[src/rtl/if_fetch_unit.sv]
// RV32I instruction-fetch stage: PC, single-outstanding imem requests,
// stall hold, redirect with in-flight fetch discard, misaligned-target fault.
module if_fetch_unit #(
    parameter logic [31:0] RESET_PC  = 32'h0000_0000,
    parameter logic [31:0] NOP_INSTR = 32'h0000_0013
) (
    input  logic        clk,
    input  logic        rst,
    input  logic        stall,
    input  logic        redirect,
    input  logic [31:0] redirect_pc,
    output logic        imem_req_valid,
    output logic [31:0] imem_req_addr,
    input  logic        imem_req_ready,
    input  logic        imem_rsp_valid,
    input  logic [31:0] imem_rsp_data,
    output logic [31:0] pc_out,
    output logic [31:0] instr_out,
    output logic        instr_valid,
    output logic        fetch_fault
);

    typedef enum logic [2:0] {
        IDLE,
        REQ,
        WAIT,
        HOLD,
        DRAIN,
        FAULT
    } state_t;

    state_t state, state_n;

    logic [31:0] pc_reg;
    logic [31:0] req_pc;
    logic [31:0] buf_data;
    logic [31:0] present_data;
    logic        fire;
    logic        redir;
    logic        misalign;
    logic        present;

    assign imem_req_valid = (state == REQ);
    assign imem_req_addr  = pc_reg;
    assign fire           = imem_req_valid & imem_req_ready;
    assign redir          = redirect & (state != FAULT);
    assign misalign       = |redirect_pc[1:0];

    assign present = !redir && !stall &&
                     ((state == WAIT && imem_rsp_valid) ||
                      (state == HOLD));
    assign present_data = (state == HOLD) ? buf_data : imem_rsp_data;

    always_ff @(posedge clk or posedge rst) begin
        if (rst) begin
            state <= IDLE;
        end else begin
            state <= state_n;
        end
    end

    always_comb begin
        state_n = state;
        unique case (state)
            IDLE:  state_n = REQ;
            REQ:   if (fire) state_n = WAIT;
            WAIT: begin
                if (imem_rsp_valid) begin
                    state_n = stall ? HOLD : REQ;
                end
            end
            HOLD:  if (!stall) state_n = REQ;
            DRAIN: if (imem_rsp_valid) state_n = REQ;
            FAULT: state_n = FAULT;
            default: state_n = IDLE;
        endcase
        // Redirect wins; DRAIN only if a response is still owed to us.
        if (redir) begin
            if (misalign) begin
                state_n = FAULT;
            end else if (state == DRAIN) begin
                state_n = imem_rsp_valid ? REQ : DRAIN;
            end else if ((state == WAIT && !imem_rsp_valid) || fire) begin
                state_n = DRAIN;
            end else begin
                state_n = REQ;
            end
        end
    end

    always_ff @(posedge clk or posedge rst) begin
        if (rst) begin
            pc_reg      <= RESET_PC;
            req_pc      <= RESET_PC;
            buf_data    <= NOP_INSTR;
            pc_out      <= 32'h0;
            instr_out   <= NOP_INSTR;
            instr_valid <= 1'b0;
            fetch_fault <= 1'b0;
        end else begin
            if (fire) begin
                req_pc <= pc_reg;
            end
            if (state == WAIT && imem_rsp_valid && stall && !redir) begin
                buf_data <= imem_rsp_data;
            end
            if (redir) begin
                pc_reg      <= redirect_pc;
                buf_data    <= NOP_INSTR;
                instr_out   <= NOP_INSTR;
                instr_valid <= 1'b0;
                if (misalign) begin
                    fetch_fault <= 1'b1;
                end
            end else if (stall) begin
                instr_valid <= instr_valid;
            end else if (present) begin
                pc_out      <= req_pc;
                instr_out   <= present_data;
                instr_valid <= 1'b1;
                pc_reg      <= req_pc + 32'd4;
            end else begin
                instr_out   <= NOP_INSTR;
                instr_valid <= 1'b0;
            end
        end
    end

endmodule

[config.mk]
export PLATFORM = sky130hd
export DESIGN_NAME = if_fetch_unit
export DESIGN_NICKNAME = d
export VERILOG_FILES = /design/src/rtl/if_fetch_unit.sv
export SDC_FILE = /design/constraint.sdc
export NUM_CORES = 1
export LEC_CHECK = 0
export ABC_AREA = 1
export CORE_MARGIN = 2
export CORE_UTILIZATION = 45
export DETAILED_ROUTE_END_ITERATION = 16
export GPL_TIMING_DRIVEN = 0
export HOLD_SLACK_MARGIN = 0.03
export PLACE_DENSITY = 0.81
export SETUP_SLACK_MARGIN = 0.2
export SYNTH_ARGS = -nofsm -noshare
export SYNTH_HDL_FRONTEND = slang
export SYNTH_SLANG_ARGS = --single-unit
[constraint.sdc]
create_clock -name clk -period 6.1 [get_ports clk]
set_clock_uncertainty 0.2 [all_clocks]
set_input_delay 0.915 -clock clk [delete_from_list [all_inputs] [get_ports clk]]
set_output_delay 0.915 -clock clk [all_outputs]
set_load 0.01 [all_outputs]
**Word level (Yosys, flattened, before mapping)**

Cells that the tools add are included.

- Register bits after elaboration: 165
- ROM bits: 0
- Input port bits: 70
- Output and inout bits: 99
- Word-level logic and storage cells: 66
- Memories kept: 0
- Bits in writable memories: 0
- Latch bits: 0

- Add/sub/neg operators: 1
- Eq/ne operators: 11
- Multiply operators: 0
- Multiplexer cells: 23
- Div/mod/pow operators: 0
- Reduce and logical (&&, ||, !) cells: 19
- Shift-type cells: 0
- Order comparisons: 0
- Bitwise operators: 4

Operators by type and width:

| kind | count |
|---|---|
| 32-bit 2-to-1 mux | 9 |
| 32-bit by 3-bit adder with 32-bit output (second input constant) | 1 |
| 3-bit 2-to-1 mux | 9 |
| 3-bit case mux with 6 select lines | 1 |
| 3-bit != test (second input constant) | 4 |
| 3-bit by 2-bit == test with 1-bit output (second input constant) | 2 |
| 3-bit == test (second input constant) | 2 |
| 1-bit logical AND | 6 |
| 2-bit AND reduction | 2 |
| 4-bit AND reduction | 1 |
| 2-bit nonzero test | 2 |
| 3-bit by 1-bit == test with 1-bit output (second input constant) | 1 |
| 1-bit logical NOT | 3 |
| 3-bit logical NOT | 1 |
| 1-bit 2-to-1 mux | 3 |
| 3-bit by 1-bit != test with 1-bit output (second input constant) | 1 |
| 3-bit AND reduction | 1 |
| 1-bit bitwise AND | 2 |
| 1-bit logical OR | 2 |
| 2-bit 2-to-1 mux | 1 |
| 2-bit by 1-bit != test with 1-bit output (second input constant) | 1 |
| 1-bit NOT | 2 |
| 2-bit OR reduction | 1 |

**Logic depth before layout (Yosys ltp)**

Gate-level depths: netlist (run 1).

- Depth in word-level cells: 8
- Mapped depth: 9
- Mapped depth without buffers: 9

**Worst setup path before layout (run 1)**

Ideal clock, no wire load.

- Kind: input -> register
- From: input port stall
- To: register pc_out[10]
- Path buffers: 1
- Cell stages on the path: 7
- Arrival: 1.735 ns
- Setup time: 0.121 ns
- Slack: 4.043 ns
- Required time: 5.779 ns
- Cell sequence: inv_1 -> o211ai_2 -> nor2_8 -> inv_2 -> buf_2 -> nand2_1 -> o21ai_1

- Word-level cells in the longest chain between the ends: 4
- Elaborated cells on any way between the ends: 5
- Classes of those cells: 1 x bitwise; 4 x reduce/logical

RTL lines:

| what | line | RTL |
|---|---|---|
| start, declared | 9 | `input logic stall,` |
| 1-bit logical NOT | - |  |
| 1-bit logical AND (2 in a row) | 49 | `assign present = !redir && !stall &&` |
| 3-bit AND reduction (no source line) * | - |  |
| end signal, assigned | 118 | `pc_out <= req_pc;` |
| end, declared | 17 | `output logic [31:0] pc_out,` |

Every way passes the cells marked *; elsewhere a longest branch is shown, timed or not.
A chain may end at the register's enable or synchronous reset.

**Worst setup path in the final report (run 1)**

- From: register state[2]
- To: output port imem_req_valid

- Word-level cells in the longest chain between the ends: 1

RTL lines:

| what | line | RTL |
|---|---|---|
| start, declared | 32 | `state_t state, state_n;` |
| start signal, assigned | 58 | `state <= state_n;` |
| 3-bit by 1-bit == test with 1-bit output | 43 | `assign imem_req_valid = (state == REQ);` |
| end, declared | 12 | `output logic imem_req_valid,` |

Every way passes these cells.

==> flow_metrics.env, run 1 <==
export IMPL_status="completed"
export IMPL_grt_pass1_vias=7126
export IMPL_p_clk_frac=0.252
export IMPL_grt_ovfl_total=0
export IMPL_nFillCells=1392
export IMPL_portBuffers=168
export IMPL_grt_max_degree=99
export IMPL_cell_internal_pwr_mw=3.01
export IMPL_rows=47
export IMPL_synthCells=946
export IMPL_period_share=0.493
export IMPL_drv_max_cap_violation_count=0
export IMPL_clk_latency_ns=0.43
export IMPL_htreeDepth=4
export IMPL_power_frac_comb=0.385
export IMPL_seqPwrFrac=0.363
export IMPL_grtUsageTotal=0.258
export IMPL_die_area_mm2=0.0182
export IMPL_diodes=0
export IMPL_ant_nets=0
export IMPL_timing_fmax_ghz=0.332
export IMPL_switching_power_mw=1.77
export IMPL_die_x_um=135
export IMPL_synth_area_per_cell_um2=8.13
export IMPL_hold_viol_final=0
export IMPL_cts_resized=0
export IMPL_multi_input_area_mm2=0.00293
export IMPL_dp_cells=1335
export IMPL_tritoncts="built"
export IMPL_p_per_area_mw_per_mm2=462
export IMPL_swShare=0.370
export IMPL_core_area_mm2=0.0166
export IMPL_critPathArrivalTime_ns=1.89
export IMPL_clockBufferDepth=2
export IMPL_area_growth_pct=34.4
export IMPL_critPathMaxFanout=4
export IMPL_grt_pass1_wl_mm=36.5
export IMPL_drc=0
export IMPL_antenna_found_initial=0
export IMPL_timing_worst_setup_path_type="flop to output pin"
export IMPL_io_pins=169
export IMPL_worst_pin_slew_ns=0.571
export IMPL_slew_headroom=0.619
export IMPL_holdWs_ns=0.279
export IMPL_ys_seq_area_frac=0.538
export IMPL_nets=1205
export IMPL_cts_sinks=165
export IMPL_synth_distinct_cells=31
export IMPL_seq_area_mm2=0.00414
export IMPL_synth_edf_count=0
export IMPL_drt_initial_drc_count=939
export IMPL_setup_viol=0
export IMPL_leakage_nw=4.92
export IMPL_end_kind="output pin"
export IMPL_hpwl_mm=16.3
export IMPL_setup_tns_ns=0
export IMPL_die_y_um=135
export IMPL_firstDrtPassIters=5
export IMPL_synth_net_count=1017
export IMPL_drive_gt1_frac=0.0785
export IMPL_gp_congestion=0.974
export IMPL_irDropWorstVdd_mv=0.252
export IMPL_cts_buffers_inserted=17
export IMPL_wl_per_cell_um=16.6
export IMPL_fin_crit_ns=3.01
export IMPL_yosys_warnings=0
export IMPL_synthArstFlopShare=1.00
export IMPL_path_clk_slew_ns=0.06
export IMPL_synth_area_mm2=0.00769
export IMPL_routed_wl_mm=22.7
export IMPL_cts_setup_buffers=0
export IMPL_start_util=0.462
export IMPL_hp_class="flop to flop"
export IMPL_rsz0062_at_grt="no"
export IMPL_holdBufCountCts=0
export IMPL_cts_root_buf="clkbuf_16"
export IMPL_via_count=7264
export IMPL_synth_seq_cells=165
export IMPL_stdcell_count=1366
export IMPL_critPathRequiredTime_ns=4.98
export IMPL_worst_setup_path_start_kind="flop"
export IMPL_viasPerCell=5.32
export IMPL_synth_top_flop_cell="dfrtp_1"
export IMPL_finalPower_mw=4.77
export IMPL_slew_violations=0
stage by stage:
step | cell area (um^2) | util | setup WS, ns
after floorplan | 7690 | - | 0.533
after global placement | 9650 | 0.580 | -1.63
after detailed placement | 9680 | 0.582 | 3.18
after CTS | 10300 | 0.621 | 3.09
after global routing | 10300 | 0.621 | 2.99
final | 10300 | 0.621 | 3.09
layout by cell type, fill, tap and decap left out:
cell	instances
clkbuf_8	1
inv_1	98
inv_4	1
dfrtp_1	159
nor2_8	2
nor2_4	1
dfstp_2	6
o21a_1	1
nand2_2	3
buf_4	9
bufinv_16	6
o211ai_2	1
o21ai_0	54
and2_1	2
nand3b_1	1
nor3_1	1
inv_2	2
buf_2	27
clkdlybuf4s50_1	168
o21ai_1	42
nor2_1	83
inv_8	1
nand2_1	246
clkinv_2	5
buf_16	1
nand4_1	1
a31oi_1	4
nand3_1	125
ha_1	1
or2_2	2
mux2_2	2
clkbuf_16	17
clkbuf_1	11
nand3_2	2
nor2_2	1
a21oi_1	30
a22o_1	16
o22ai_1	13
Yosys cell counts, types with 3 or more instances:
master / n / share of area
clkbuf_1: 9 / 0.0044
a31oi_1: 4 / 0.0033
nand2_2: 3 / 0.0024
buf_2: 27 / 0.018
a22o_1: 16 / 0.018
o22ai_1: 13 / 0.011
a21oi_1: 30 / 0.020
o21ai_1: 42 / 0.027
nand2_1: 246 / 0.12
nand3_1: 125 / 0.081
inv_1: 99 / 0.048
o21ai_0: 54 / 0.035
dfstp_2: 6 / 0.020
buf_4: 9 / 0.0088
nor2_1: 83 / 0.041
dfrtp_1: 159 / 0.52
cells by family (layout without fill, tap and decap cells):
| group | Yosys count | after routing | share of synthesized area |
|---|---|---|---|
| multiplexers | 2 | 2 | 0.00293 |
| adder cells (fa/ha/maj) | 1 | 1 | 0.00163 |
| AO/OA/AOI/OAI | 161 | 161 | 0.117 |
| buffers and inverters | 147 | 347 | 0.0809 |
| AND/OR/NAND/NOR | 470 | 470 | 0.260 |
| flip-flops | 165 | 165 | 0.538 |
state kept, by name, indices dropped and copies added, names as in the netlist:
signal,cells
buf_data,32
imem_req_addr,32
instr_out,32
pc_out,32
req_pc,32
state,3
fetch_fault,1
instr_valid,1
area by class of cell:
cell class                 instances  area share
inverter                         102      0.0380
sequential                       165       0.400
timing repair buffer             169       0.165
tap                              220      0.0266
clock buffer                      20      0.0432
multi-input combinational        634       0.284
buffer                            45      0.0229
clock inverter                    11      0.0199
power groups by stage:
stage	logic, mW	clock network (mW)	registers (mW)
floorplan	0.921	0	1.77
global placement	1.76	0	1.73
detailed placement	1.81	0	1.74
CTS	1.83	1.21	1.72
global route	2.04	1.26	1.78
finish	1.84	1.20	1.73
worst max-delay path, stage by stage, from the launching register on:
cell,delay [ns]
dfrtp_1,0.48
inv_1,0.14
nand3_1,0.14
inv_1,0.14
clkdlybuf4s50_1,0.58
routing by layer:
metal,share of wire,wire length [um],global-route usage
met3,0.076,1730,0.0608
met1,0.44,9950,0.359
met2,0.46,10500,0.400
met5,0,0,0
met4,0.023,529,0.0854
final timing paths:
| kind | start | end | slack, ns | cells past startpoint |
|---|---|---|---|---|
| setup / recovery | state[2] | imem_req_valid | 3.09 | 4 |
| hold / removal | fetch_fault | fetch_fault | 0.28 | 1 |
| setup reg to reg | req_pc[3] | imem_req_addr[22] | 3.90 | 8 |
| hold reg to reg | fetch_fault | fetch_fault | 0.28 | 1 |
| max in group asynchronous | rst | req_pc[30] | 4.13 | 3 |
| min in group asynchronous | rst | instr_out[24] | 0.74 | 2 |
No activity file was read; power rests on OpenSTA's default activity.
==> inputs of run 2 (changes only) <==
- clock period: 6.1 -> 2.9 ns (I/O delays scaled with it)
==> flow_metrics.env, run 2 (synthesis gave the netlist of run 1 again) <==
export IMPL_clk_latency_ns=0.43
export IMPL_hp_class="primary input to asynchronous set/reset pin"
export IMPL_die_area_mm2=0.0182
export IMPL_dp_cells=1338
export IMPL_path_clk_slew_ns=0.07
export IMPL_clockBufferDepth=2
export IMPL_grt_use_met1=0.368
export IMPL_grt_pass1_vias=6992
export IMPL_power_frac_comb=0.394
export IMPL_cell_internal_pwr_mw=6.06
export IMPL_p_per_area_mw_per_mm2=952
export IMPL_drv_max_cap_violation_count=0
export IMPL_fin_crit_ns=2.53
export IMPL_setup_viol=0
export IMPL_gp_congestion=0.919
export IMPL_diodes=0
export IMPL_viasPerCell=5.31
export IMPL_setup_tns_ns=0
export IMPL_rsz0062_at_grt="no"
export IMPL_htreeDepth=4
export IMPL_drive_gt1_frac=0.0835
export IMPL_gr_usage_met2=0.391
export IMPL_routed_wl_mm=22.6
export IMPL_slew_violations=0
export IMPL_via_count=7276
export IMPL_fin_util=0.621
export IMPL_period_share=0.873
export IMPL_end_kind="output pin"
export IMPL_busiest_layer="met2"
export IMPL_core_area_mm2=0.0166
export IMPL_slew_headroom=0.642
export IMPL_switching_power_mw=3.78
export IMPL_status="completed"
export IMPL_tritoncts="built"
export IMPL_irDropWorstVdd_mv=0.530
export IMPL_antenna_found_initial=0
export IMPL_fin_area_mm2=0.0103
export IMPL_nets=1208
export IMPL_worst_pin_slew_ns=0.538
export IMPL_start_util=0.462
export IMPL_hold_viol_final=0
export IMPL_seqPwrFrac=0.370
export IMPL_cts_root_buf="clkbuf_16"
export IMPL_cts_resized=0
export IMPL_critPathMaxFanout=4
export IMPL_drc=0
export IMPL_rows=47
export IMPL_grt_pass1_wl_mm=36.4
export IMPL_p_clk_frac=0.235
export IMPL_holdBufCountCts=0
export IMPL_area_growth_pct=34.4
export IMPL_swShare=0.384
export IMPL_leakage_nw=4.91
export IMPL_worst_setup_path_start_kind="flop"
export IMPL_timing_worst_setup_path_type="flop to output pin"
export IMPL_die_y_um=135
export IMPL_critPathRequiredTime_ns=2.27
export IMPL_final_common_cell="nand2_1"
export IMPL_grt_ovfl_total=0
export IMPL_timing_fmax_ghz=0.395
export IMPL_wl_per_cell_um=16.5
export IMPL_layout_common_cells="nand2_1 (246), clkdlybuf4s50_1 (168), dfrtp_1 (159), nand3_1 (125), inv_1 (98)"
export IMPL_cts_sinks=165
export IMPL_cts_setup_buffers=0
export IMPL_cts_buffers_inserted=17
export IMPL_drt_initial_drc_count=774
export IMPL_ant_nets=0
export IMPL_die_x_um=135
export IMPL_r2r_cells=8
export IMPL_io_pins=169
export IMPL_grt_util_met3=0.0593
export IMPL_firstDrtPassIters=6
export IMPL_placed_area_mm2=0.00973
export IMPL_grt_max_degree=44
export IMPL_grtUsageTotal=0.258
export IMPL_stdcell_count=1370
export IMPL_portBuffers=168
export IMPL_critPathArrivalTime_ns=1.90
export IMPL_hpwl_mm=16.4
==> run 2: path summary, 6_finish.rpt <==
check | startpoint | end | slack [ns]
setup / recovery | state[2] | imem_req_valid | 0.37
hold / removal | rst | req_pc[17] | 0.18
setup reg to reg | req_pc[3] | imem_req_addr[22] | 0.66
hold reg to reg | pc_out[0] | pc_out[0] | 0.28
max in group asynchronous | rst | buf_data[0] | 1.49
min in group clk | pc_out[0] | pc_out[0] | 0.28
==> run 2: metal layers <==
metal | vias to the layer above | share of wire | routed length (um)
li1 | 3457 | - | -
met1 | 3470 | 0.44 | 9980
met2 | 324 | 0.46 | 10500
met3 | 25 | 0.079 | 1790
met4 | 0 | 0.016 | 354
met5 | - | 0 | 0
==> run 2: area by class of cell <==
type	count	area, um^2
Clock buffer	17	425
Tap cell	220	275
Fill cell	1430	6300
Timing Repair Buffer	172	1760
Clock inverter	15	181
Multi-Input combinational cell	634	2930
Inverter	102	389
Sequential cell	165	4140
Buffer	45	236
==> run 2: per-stage QoR <==
step                power, mW  worst slack, ns  hold slack [ns]
finish                   9.84            0.367            0.183
global route             10.5            0.233            0.219
CTS                      9.83            0.381            0.200
detailed placement       7.48            0.448            0.256
global placement         7.36            -1.19            0.250
floorplan                5.67            0.171            0.262
==> run 2: critical path, cell delays in order, from the launching register on <==
cell and delay [ns]:
dfrtp_1 0.47, inv_1 0.14, nand3_1 0.15, inv_1 0.15, clkdlybuf4s50_1 0.57
==> run 2: power groups by stage <==
stage / registers, mW / clock network, mW / logic [mW]
after floorplan: 3.73 / 0 / 1.94
after global placement: 3.64 / 0 / 3.72
final: 3.65 / 2.32 / 3.88
after CTS: 3.63 / 2.33 / 3.87
after detailed placement: 3.65 / 0 / 3.83
after global routing: 3.73 / 2.45 / 4.29
==> inputs of run 3 (changes only) <==
- HOLD_SLACK_MARGIN: 0.03 -> unset
==> results of run 3 <==
The final DEF is identical to that of run 2; final timing and power are the same.
==> patch 1: new RTL, config.mk and constraints of run 1 <==
Put one more register stage on the output `fetch_fault`, without a reset. The value now appears one clock later. The other outputs are not delayed to match.
--- a/src/rtl/if_fetch_unit.sv
+++ b/src/rtl/if_fetch_unit.sv
@@ -29,4 +29,6 @@
         FAULT
     } state_t;
+
+    logic fetch_fault_s0;
 
     state_t state, state_n;
@@ -97,5 +99,5 @@
             instr_out   <= NOP_INSTR;
             instr_valid <= 1'b0;
-            fetch_fault <= 1'b0;
+            fetch_fault_s0 <= 1'b0;
         end else begin
             if (fire) begin
@@ -111,5 +113,5 @@
                 instr_valid <= 1'b0;
                 if (misalign) begin
-                    fetch_fault <= 1'b1;
+                    fetch_fault_s0 <= 1'b1;
                 end
             end else if (stall) begin
@@ -127,4 +129,8 @@
     end
 
+    always_ff @(posedge clk) begin
+        fetch_fault <= fetch_fault_s0;
+    end
+
 endmodule
 
Check against the original RTL: not equivalent (a bounded check fails within 4 cycles, from zero or initial values and one cycle with rst high).
==> patch 1 against run 1 <==
  * Count of clock-buffer cells in the layout is 9 higher
  * Area after synthesis is 0.26% higher
  * Sequential power hardly changed
  * Register-to-register slack better by 0.10 ns
  * Non-clock buffer count stayed put
  * Sequential cell count is 1 higher
  * Total power is 3.7% lower
  * Die area is 0.25% higher
  * Hold slack worse by 0.12 ns
  * Cell area is 0.69% lower
  * Routed wire length is 0.93% lower
  * Worst setup slack worse by 0.040 ns
  * Critical endpoint unchanged
  * Largest power group unchanged
==> patch 1: results (changes against run 1) <==
Placed design:
- The worst slack at placement is 3.156 ns (was 3.183 ns).
- The count of input and output buffers came to 168 (unchanged).
- The final weighted congestion in routability-driven placement is 0.9623 (was 0.9737).

Layout:
- The layout net count is 1206 (was 1205).
- The total inserted antenna cells came to 0 (unchanged).
- The layout cell share with drive strength beyond 1 was 0.07672 (was 0.07853).

GRT:
- The met2 routing resource usage after global routing is 0.3855 (was 0.3996).
- The busiest layer in global routing is met2 (unchanged).
- The number of global-route vias before repair came to 7149 (was 7126).
- The global routing met3 resource utilization is 0.05893 (was 0.06081).
- The met1 track demand over resource in global routing came to 0.3425 (was 0.3589).
- The largest net degree at the start of global routing came to 95 (was 99).
- The all-layer global routing usage is 0.2524 (was 0.2577).
- The wire length of the first global-routing pass came to 35940 um (was 36530 um).

Worst hold path:
- The startpoint of the lowest-slack hold path was fetch_fault_s0$_DFFE_PP0P_ (was fetch_fault$_DFFE_PP0P_).
- The sink of the worst hold path was fetch_fault$_DFF_P_ (was fetch_fault$_DFFE_PP0P_).
- The number of cells on the worst hold path is 0 (was 1).

Drt:
- The initial DRC count came to 772 (was 939).
- The wire length reported by the detailed router is 22470 um (was 22680 um).
- The first-pass detailed-route iteration total was 6 (was 5).

Status:
- Run status: completed (unchanged).

Power and ir drop:
- The cell leakage power is 4.884 nW (was 4.920 nW).
- The largest voltage drop on the vdd net was 0.0002595 V (was 0.0002518 V).
- The internal portion of total power was 2.846 mW (was 3.006 mW).

Logic synthesis:
- The share of flip-flops with an asynchronous set or reset came to 0.9940 (was 1.000).
- The number of distinct standard cells referenced by the synthesized netlist is 32 (was 31).
- The net count after synthesis is 1018 (was 1017).
- Leading cell types by total area after synthesis: dfrtp_1 52%, nand2_1 12%, nand3_1 8.1% (unchanged).
- The part of the Yosys area used for sequential elements is 0.5390 (was 0.5378).

Critical path:
- The maximum fanout encountered on the critical timing path is 4 (unchanged).
- The worst endpoint data arrival time is 1.93 ns (was 1.89 ns).
- The longest individual stage delay on the worst path came to 0.56 ns (was 0.58 ns).
- The critical register-to-register path endpoint was imem_req_addr[26]$_DFFE_PP0P_ (was imem_req_addr[22]$_DFFE_PP0P_).
- The worst-case register-to-register setup slack was 4.00 ns (was 3.90 ns).

Floorplanning:
- The area enclosed by the die boundary is 18200 um2 (was 18150 um2).

STA:
- The maximum achievable frequency came to 328.1 MHz (was 332.5 MHz).
- The final worst hold slack came to 0.1562 ns (was 0.2789 ns).
- The transition time at the pin with the least slew margin is 0.5524 ns (was 0.5713 ns).
==> patch 1: cell types whose count changed in the layout (fill, tap and decap cells not counted), sizes merged <==
cell	before	now
bufinv	6	0
dfxtp	0	1
clkinv	5	2
clkbuf	29	38
==> patch 1: power groups by stage <==
stage	combinational [mW]	sequential (mW)	clock, mW
2_1_floorplan	0.921	1.78	0
3_3_place_gp	1.77	1.74	0
3_5_place_dp	1.82	1.74	0
4_1_cts	1.83	1.73	1.03
5_1_grt	2.03	1.78	1.08
6_report	1.84	1.73	1.02
==> patch 1: per-layer routing <==
metal / vias to the layer above / wire length, um
li1: 3449 / -
met2: 293 / 10090
met5: - / 0
met4: 0 / 844
met3: 56 / 1730
met1: 3483 / 9806
==> patch 1: critical path: cells and delay by family, from the launching register on <==
family / cells / cell delay (ns)
buffers and inverters: 3 / 0.86
flip-flops: 1 / 0.48
AND/OR/NAND/NOR: 1 / 0.16
==> patch 1: final cells by class <==
type / count / area, um2
Multi-Input combinational cell: 634 / 2933
Sequential cell: 166 / 4156
Clock inverter: 2 / 10.01
Buffer: 45 / 236.5
Clock buffer: 29 / 550.5
Tap cell: 220 / 275.3
Fill cell: 1418 / 6379
Timing Repair Buffer: 169 / 1709
Inverter: 102 / 392.9
==> patch 1: kinds of logic after synthesis <==
family,synth area share
mux,0.002920
buf+inv,0.08064
compound gates,0.1163
fa+ha+maj,0.001622
flops,0.5390
simple gates,0.2595
==> patch 1: stage by stage <==
step	utilization	area (um2)	total power, mW	instances
2_1_floorplan	-	7711	2.703	947
3_3_place_gp	0.5809	9668	3.504	1335
3_5_place_dp	0.5830	9703	3.560	1336
4_1_cts	0.6167	10260	4.595	1367
5_1_grt	0.6167	10260	4.883	1367
6_report	0.6167	10260	4.595	1367
==> patch 2: new RTL, config.mk and constraints of run 1 <==
Without the edit above. Set the parameter `NOP_INSTR` to 32'h00000012 (it was 32'h0000_0013).
--- a/src/rtl/if_fetch_unit.sv
+++ b/src/rtl/if_fetch_unit.sv
@@ -3,5 +3,5 @@
 module if_fetch_unit #(
     parameter logic [31:0] RESET_PC  = 32'h0000_0000,
-    parameter logic [31:0] NOP_INSTR = 32'h0000_0013
+    parameter logic [31:0] NOP_INSTR = 32'h00000012
 ) (
     input  logic        clk,
Behaviour: not the same (Yosys sat finds a counterexample within 4 cycles, from zero or initial values and one cycle with rst high).
==> patch 2 against run 1 <==
  * Synthesized cell count up 0.11%
  * Total power down 3.3%
  * Cell area down 1.2%
  * Critical endpoint unchanged
  * Area after synthesis down 0.80%
  * Sequential cell count unchanged
  * Worst setup slack worse by 0.0022 ns
  * Non-clock buffer count up 1
  * Critical path type unchanged
  * Routed wire length down 1.6%
==> patch 2: results (changes against run 1) <==
Critical path:
- The count of cells along the worst register-to-register path is 8 (unchanged).
- The maximum fanout encountered on the critical timing path is 6 (was 4).
- The worst-case register-to-register setup slack is 3.87 ns (was 3.90 ns).

Logic synthesis:
- The net count after synthesis is 1018 (was 1017).
- The part of the Yosys area used for sequential elements is 0.5418 (was 0.5378).
- Top post-synthesis cells by count: 248 x nand2_1, 161 x dfrtp_1, 125 x nand3_1, 102 x inv_1, 79 x nor2_1 (was 246 x nand2_1, 159 x dfrtp_1, 125 x nand3_1, 99 x inv_1, 83 x nor2_1).
- The number of distinct standard cells referenced by the synthesized netlist is 29 (was 31).
- Leading cell types by total area after synthesis: dfrtp_1 53%, nand2_1 12%, nand3_1 8.2% (was dfrtp_1 52%, nand2_1 12%, nand3_1 8.1%).

Drt:
- The routed length on met2 came to 10220 um (was 10480 um).
- The initial DRC count is 820 (was 939).
- The first-pass detailed-route iteration total is 5 (unchanged).
- The highest routing layer actually used was met4 (unchanged).
- The total via count after detailed routing is 7284 (was 7264).
- The routed length on met1 was 9826 um (was 9947 um).
- The sum of met3 wire segment lengths after detailed routing is 1706 um (was 1728 um).
- The wire length reported by the detailed router is 22310 um (was 22680 um).

Worst hold path:
- The sink of the worst hold path was fetch_fault$_DFFE_PP0P_ (unchanged).

Flow run:
- The max-cap check violation count was 0 (unchanged).

CTS:
- The TritonCTS buffer count is 17 (unchanged).
- The CTS H-tree depth was 4 (unchanged).
- The number of buffers between clock root and the deepest sink is 2 (unchanged).
- The root buffer selected by CTS is clkbuf_16 (unchanged).

Power and ir drop:
- The largest voltage drop on the vdd net came to 0.0002987 V (was 0.0002518 V).
- The cell leakage power came to 4.823 nW (was 4.920 nW).

GRT:
- The wire length of the first global-routing pass was 35750 um (was 36530 um).
- The met1 track demand over resource in global routing is 0.3620 (was 0.3589).
- The initial antenna violation count came to 0 (unchanged).
- The all-layer global routing usage is 0.2548 (was 0.2577).
- The largest net degree at the start of global routing is 99 (unchanged).
- The global routing met3 resource utilization is 0.04762 (was 0.06081).
- The met2 routing resource usage after global routing is 0.3937 (was 0.3996).
- The number of global-route vias before repair came to 6960 (was 7126).

Status:
- Run status: completed (unchanged).

STA:
- The final worst hold slack is 0.2701 ns (was 0.2789 ns).
- The worst-case headroom to the max-slew limit is 0.6103 (was 0.6192).

Placed design:
- The final weighted congestion in routability-driven placement is 0.9592 (was 0.9737).
- The detailed placer's ending HPWL came to 16170 um (was 16280 um).

Layout:
- The number of inserted filler cells in the final layout is 1481 (was 1392).
- The layout cell share with drive strength beyond 1 is 0.06707 (was 0.07853).
- The layout net count is 1206 (was 1205).
patch 2: power by group:
part           internal, mW  switching, mW  total, mW
registers              1.44          0.290       1.73
clock network         0.613          0.475       1.09
logic                 0.781           1.02       1.80
patch 2: how the worst max path moves through the flow:
stage	slack [ns]	depth (start not counted)	to
finish	3.09	4	imem_req_valid
global route	3.01	4	imem_req_valid
CTS	3.09	4	imem_req_valid
detailed placement	3.10	9	pc_out[5]$_DFFE_PP0P_
global placement	-1.67	2	pc_out[0]$_DFFE_PP0P_
floorplan	0.53	1	buf_data[0]$_DFFE_PP0P_
patch 2: logic make-up after synthesis:
kind of cell | after synthesis | synth area share
compound gates | 164 | 0.1199
fa+ha+maj | 1 | 0.001640
buf+inv | 151 | 0.07921
flops | 165 | 0.5418
mux | 2 | 0.002952
simple gates | 464 | 0.2545
patch 2: worst max-delay path, cell delays in order (launching register included):
cell	delay [ns]
dfrtp_1	0.44
inv_1	0.10
nand2_1	0.08
nor2_2	0.21
clkdlybuf4s50_1	0.63
patch 2: cell type report:
| class | instances | area share |
|---|---|---|
| plain buffers | 46 | 0.02058 |
| repair buffers | 169 | 0.1673 |
| flip-flops and latches | 165 | 0.4047 |
| well taps | 220 | 0.02694 |
| multi-input cells | 631 | 0.2830 |
| clock inverters | 15 | 0.01653 |
| clock buffers | 17 | 0.04164 |
| inverters | 105 | 0.03931 |
patch 2: stage by stage:
step	util	setup TNS (ns)	setup slack, ns	cells	instance area [um2]
2_1_floorplan	-	0	0.5299	947	7630
3_3_place_gp	0.5781	-266.62	-1.668	1335	9587
3_5_place_dp	0.5802	0	3.095	1336	9622
4_1_cts	0.6160	0	3.093	1368	10220
5_1_grt	0.6160	0	3.013	1368	10220
6_report	0.6160	0	3.090	1368	10220
